===== config.mk =====
export PLATFORM = sky130hd
export DESIGN_NAME = dcache_direct
export DESIGN_NICKNAME = d
export VERILOG_FILES = /design/src/rtl/dcache_direct.sv
export SDC_FILE = /design/constraint.sdc
export NUM_CORES = 2
export LEC_CHECK = 0
export ABC_CLOCK_PERIOD_IN_PS = 6900
export CORE_UTILIZATION = 25
export CTS_BUF_LIST = sky130_fd_sc_hd__clkbuf_8
export DETAILED_ROUTE_END_ITERATION = 12
export SLEW_MARGIN = 20
export SYNTH_ARGS = -nofsm -noshare
export SYNTH_HDL_FRONTEND = slang
export SYNTH_SLANG_ARGS = --single-unit

===== constraint.sdc =====
create_clock -name clk_i -period 6.9 [get_ports clk_i]
set_input_delay 1.725 -clock clk_i [delete_from_list [all_inputs] [get_ports clk_i]]
set_output_delay 1.725 -clock clk_i [all_outputs]
set_load 0.05 [all_outputs]

===== src/rtl/dcache_direct.sv =====
// Direct-mapped, write-through, no-write-allocate data cache between the MEM stage and main memory.
// Read hits return data combinationally; misses refill a whole line while stall_o holds the pipeline.
`timescale 1ns/1ps
module dcache_direct #(
    parameter int SETS       = 16,
    parameter int LINE_WORDS = 4
) (
    input  logic        clk_i,
    input  logic        rst_i,
    input  logic        req_i,
    input  logic        we_i,
    input  logic [31:0] addr_i,
    input  logic [31:0] wdata_i,
    input  logic [3:0]  be_i,
    output logic [31:0] rdata_o,
    output logic        stall_o,
    output logic        mem_req_o,
    output logic        mem_we_o,
    output logic [31:0] mem_addr_o,
    output logic [31:0] mem_wdata_o,
    output logic [3:0]  mem_be_o,
    input  logic        mem_ready_i,
    input  logic [31:0] mem_rdata_i,
    output logic [31:0] hit_cnt_o,
    output logic [31:0] miss_cnt_o
);

    localparam int IW = $clog2(SETS);
    localparam int OW = $clog2(LINE_WORDS);
    localparam int TW = 32 - IW - OW - 2;

    typedef enum logic [1:0] {
        ST_IDLE   = 2'd0,
        ST_REFILL = 2'd1,
        ST_WRITE  = 2'd2,
        ST_DONE   = 2'd3
    } state_t;

    state_t          state_r;
    logic [SETS-1:0] valid_r;
    logic [TW-1:0]   tag_r  [SETS];
    logic [31:0]     data_r [SETS][LINE_WORDS];
    logic [OW-1:0]   beat_r;
    logic            replay_r;
    logic [31:0]     hit_cnt_r;
    logic [31:0]     miss_cnt_r;

    logic [OW-1:0]   word_s;
    logic [IW-1:0]   index_s;
    logic [TW-1:0]   tag_s;
    logic            hit_s;
    logic            last_beat_s;
    logic            xfer_s;
    logic            unused_s;

    function automatic logic [31:0] merge_bytes(
        input logic [31:0] old_word,
        input logic [31:0] new_word,
        input logic [3:0]  be
    );
        logic [31:0] merged;
        merged = old_word;
        for (int b = 0; b < 4; b++) begin
            if (be[b]) begin
                merged[8*b +: 8] = new_word[8*b +: 8];
            end else begin
                merged[8*b +: 8] = old_word[8*b +: 8];
            end
        end
        return merged;
    endfunction

    function automatic logic [31:0] sat_inc(input logic [31:0] value);
        return (value == 32'hFFFF_FFFF) ? value : value + 32'd1;
    endfunction

    assign word_s      = addr_i[OW+1:2];
    assign index_s     = addr_i[OW+IW+1:OW+2];
    assign tag_s       = addr_i[31:OW+IW+2];
    assign hit_s       = valid_r[index_s] && (tag_r[index_s] == tag_s);
    assign last_beat_s = (beat_r == OW'(LINE_WORDS - 1));
    assign xfer_s      = mem_req_o && mem_ready_i;
    assign unused_s    = ^addr_i[1:0];
    assign hit_cnt_o   = hit_cnt_r;
    assign miss_cnt_o  = miss_cnt_r;

    // Pipeline and memory-port outputs decoded from the FSM state and the held request.
    always_comb begin
        rdata_o     = data_r[index_s][word_s];
        stall_o     = 1'b0;
        mem_req_o   = 1'b0;
        mem_we_o    = 1'b0;
        mem_addr_o  = {addr_i[31:2], 2'b00};
        mem_wdata_o = wdata_i;
        mem_be_o    = 4'hF;
        case (state_r)
            ST_IDLE: begin
                stall_o = req_i && (we_i || !hit_s);
            end
            ST_REFILL: begin
                stall_o    = 1'b1;
                mem_req_o  = 1'b1;
                mem_addr_o = {addr_i[31:OW+2], beat_r, 2'b00};
            end
            ST_WRITE: begin
                stall_o   = 1'b1;
                mem_req_o = 1'b1;
                mem_we_o  = 1'b1;
                mem_be_o  = be_i;
            end
            ST_DONE: begin
                stall_o = 1'b0;
            end
            default: begin
                stall_o = 1'b0;
            end
        endcase
    end

    // FSM, line storage and performance counters; reset abandons any memory transaction in flight.
    always_ff @(posedge clk_i) begin
        if (rst_i) begin
            state_r    <= ST_IDLE;
            valid_r    <= '0;
            beat_r     <= '0;
            replay_r   <= 1'b0;
            hit_cnt_r  <= 32'd0;
            miss_cnt_r <= 32'd0;
        end else begin
            case (state_r)
                ST_IDLE: begin
                    replay_r <= 1'b0;
                    if (req_i) begin
                        if (we_i) begin
                            state_r <= ST_WRITE;
                        end else if (hit_s) begin
                            // The first hit after a refill is the replayed miss, already counted.
                            if (!replay_r) begin
                                hit_cnt_r <= sat_inc(hit_cnt_r);
                            end
                        end else begin
                            state_r          <= ST_REFILL;
                            beat_r           <= '0;
                            valid_r[index_s] <= 1'b0;
                            miss_cnt_r       <= sat_inc(miss_cnt_r);
                        end
                    end
                end
                ST_REFILL: begin
                    if (xfer_s) begin
                        data_r[index_s][beat_r] <= mem_rdata_i;
                        beat_r                  <= beat_r + 1'b1;
                        if (last_beat_s) begin
                            valid_r[index_s] <= 1'b1;
                            tag_r[index_s]   <= tag_s;
                            replay_r         <= 1'b1;
                            state_r          <= ST_IDLE;
                        end
                    end
                end
                ST_WRITE: begin
                    if (xfer_s) begin
                        if (hit_s) begin
                            data_r[index_s][word_s] <= merge_bytes(data_r[index_s][word_s], wdata_i, be_i);
                        end
                        state_r <= ST_DONE;
                    end
                end
                ST_DONE: begin
                    state_r <= ST_IDLE;
                end
                default: begin
                    state_r <= ST_IDLE;
                end
            endcase
        end
    end

endmodule


==> impl_metrics.env <==
export IMPL_final_common_cell="edfxtp_1"
export IMPL_period_share_pct=97.2
export IMPL_synth_area_um2=99800
export IMPL_grt_max_degree=94
export IMPL_cts_root_buf="clkbuf_8"
export IMPL_grt_use_total_pct=13.2
export IMPL_worst_r2r_setup_slack_ns=2.04
export IMPL_areaGrowthSynthToFinish_pct=18.5
export IMPL_rsz0062_at_grt="no"
export IMPL_ios=272
export IMPL_start_util_pct=25.2
export IMPL_crit_end="stall_o"
export IMPL_status="finished clean"
export IMPL_drc=0
export IMPL_fmax_mhz=149
export IMPL_grt_pass1_vias=51031
export IMPL_clock_sinks=2517
export IMPL_reg2reg_from="tag_r[8][8]$_DFFE_PP_"
export IMPL_synth_seq_area_share_pct=74.9
export IMPL_drv_slew=0
export IMPL_vdd_drop_max_mv=0.153
export IMPL_grt_pass1_wl_um=382000
export IMPL_dpl_instance_area_um2=111000
export IMPL_rr_worst_depth=11
export IMPL_slowest_stage="buf_4"
export IMPL_die_area_um2=402000
export IMPL_critPathLaunch="addr_i[7]"
export IMPL_setup_viol=0
export IMPL_cts_buffers=405
export IMPL_post_synth_top_area_cell="edfxtp_1"
export IMPL_pre_cts_ws_ns=0.0655
export IMPL_power_density_nw_per_um2=259
export IMPL_synth_edf_count=2432
export IMPL_synth_seq_cells=2517
export IMPL_crit_fanout=18
export IMPL_clock_skew_ns=0.143
export IMPL_nets=5170
export IMPL_drt_iter0_drc=5161
export IMPL_gp_congestion=0.782
export IMPL_syn_inst=4464
export IMPL_avgRoutedWirePerCell_um=25.6
export IMPL_yosys_warnings=0
export IMPL_worst_hold_path_type="register to register"
export IMPL_syn_area_per_cell_um2=22.4
export IMPL_layout_common_cells="edfxtp_1 (2432), mux4_2 (760), clkbuf_8 (411)"
export IMPL_period_minus_slack_ns=6.71
export IMPL_n_fill_cell=38369
export IMPL_vias_per_cell=4.68
export IMPL_route_vias_total=49687
export IMPL_synth_area_leaders="edfxtp_1 (73%), mux4_2 (17%), mux2_2 (2.2%), dfxtp_1 (1.7%), mux2i_1 (0.59%)"
export IMPL_p_leak_nw=36.4
export IMPL_rows=231
export IMPL_drive_above_1_share_pct=33.3
export IMPL_crit_required_ns=5.18
export IMPL_crit_type="primary input to primary output"
export IMPL_dominantRegCellSynth="edfxtp_1"
export IMPL_arrival_ns=4.99
export IMPL_cts_max_level=5
export IMPL_placement_io_buffers=267
export IMPL_stdcell_area_um2=118000
export IMPL_clk_latency_ns=1.01
export IMPL_antenna_found_initial=32
export IMPL_timing_rr_end="data_r[0][57]$_DFFE_PP_"
export IMPL_fin_ws_ns=0.190
export IMPL_critPathMaxStageDelay_ns=0.35
export IMPL_postLayoutCoreUtil_pct=29.8
export IMPL_maxSlewHeadroom_pct=24.2
export IMPL_overflow=0
export IMPL_hpwl_um=157000
export IMPL_hold_buffers=0
export IMPL_wl_um=272000
export IMPL_die_h_um=634
export IMPL_cts_buffer_depth=4
export IMPL_drv_cap=0
export IMPL_endpoint_kind="primary output"
export IMPL_chipWidth_um=634
export IMPL_ant_nets=0
export IMPL_tns_ns=0
export IMPL_tightest_slew_ns=1.13
export IMPL_synth_cell_type_count=62
export IMPL_critPathLaunchType="primary input"
export IMPL_cts_tree="done"
export IMPL_async_reset_ff_share_pct=0
export IMPL_synth_top_area_share_pct=73.2
export IMPL_cts_clk_slew_worst_paths_ns=0.06
export IMPL_core_area_um2=397000
export IMPL_worstPathCellList="buf_4 -> buf_4 -> buf_6 -> mux4_2 -> mux2i_1 -> xor2_1 -> o211ai_1 -> o31ai_1 -> nand4_1 -> nor3_4 -> a21boi_0 -> mux2_2 -> buf_4"
export IMPL_finalHoldViolCount=0
export IMPL_cp_common_cell="buf_4"
export IMPL_firstDrtPassIters=5
[per-layer routing]
metal,wire [um],GRT usage (%)
met1,111000,17.6
met2,130000,21.5
met3,22200,2.81
met4,8220,4.11
met5,70,0
[cell usage after synthesis, types with 40 or more instances]
| cell type | instances |
|---|---|
| buf_1 | 40 |
| buf_2 | 81 |
| buf_4 | 72 |
| clkbuf_1 | 99 |
| dfxtp_1 | 85 |
| edfxtp_1 | 2432 |
| mux2_2 | 192 |
| mux2i_1 | 59 |
| mux4_2 | 760 |
| nand2_1 | 74 |
| nor2_1 | 154 |
[sequential cells by signal, summed over array words and instances, names as in the netlist, named ones only]
| signal | count |
|---|---|
| beat_r | 2 |
| data_r | 2048 |
| hit_cnt_o | 32 |
| miss_cnt_o | 32 |
| replay_r | 1 |
| state_r | 2 |
| tag_r | 384 |
[metrics by stage]
stage	cells	hold slack, ns	total power, mW
5_1_grt	10613	0.513	31.6
3_5_place_dp	9883	0.480	19.3
4_1_cts	10601	0.488	30.9
6_report	10618	0.489	30.6
3_3_place_gp	9881	0.470	19.3
2_1_floorplan	4465	0.450	18.5
[kinds of logic (layout without fill, tap and decap cells)]
group,after synthesis,in the layout,synth area share [%]
DFF,2517,2517,74.9
muxes,1013,1013,19.9
and+or+nand+nor,414,414,2.02
buffers and inverters,325,1226,1.68
AOI/OAI and AO/OA,138,138,0.981
xor gates and xnor gates,46,46,0.404
adders and majority gates,10,10,0.125
other,1,12,0.00376
[what timing repair did]
item,4_1_cts,5_1_grt
hold endpoints to repair,0,0
gates resized for setup,0,2
buffers inserted,0,0
endpoints found under the setup margin,0,1
[worst min path at each step]
stage                                     start                     to  cells past startpoint
after floorplan           replay_r$_SDFFE_PP0P_  replay_r$_SDFFE_PP0P_                      2
after global placement                 register               register                      2
after detailed placement               register               register                      2
after CTS                              register               register                      2
after global routing      replay_r$_SDFFE_PP0P_  replay_r$_SDFFE_PP0P_                      2
final                                  register               register                      2
[power breakdown]
part	internal, mW	switching (mW)
clock network	5.73	5.90
logic	0.827	1.40
registers	16.8	0.00961
[worst max-delay path: cells and delay by family]
family / cells / cell delay, ns
buffers and inverters: 4 / 1.06
muxes: 3 / 0.94
and+or+nand+nor: 2 / 0.56
AOI/OAI and AO/OA: 3 / 0.46
xor gates and xnor gates: 1 / 0.20
[final cells by class]
type	count	area [um2]	area share, %
clock buffers	411	5660	4.78
inverters	22	91.3	0.0772
multi-input cells	1623	24100	20.3
diodes	10	25.0	0.0212
flip-flops and latches	2517	74700	63.2
well taps	5242	6560	5.55
repair buffers	486	5640	4.77
clock inverters	307	1480	1.25
Note: power is estimated with default switching activity, not from simulation.
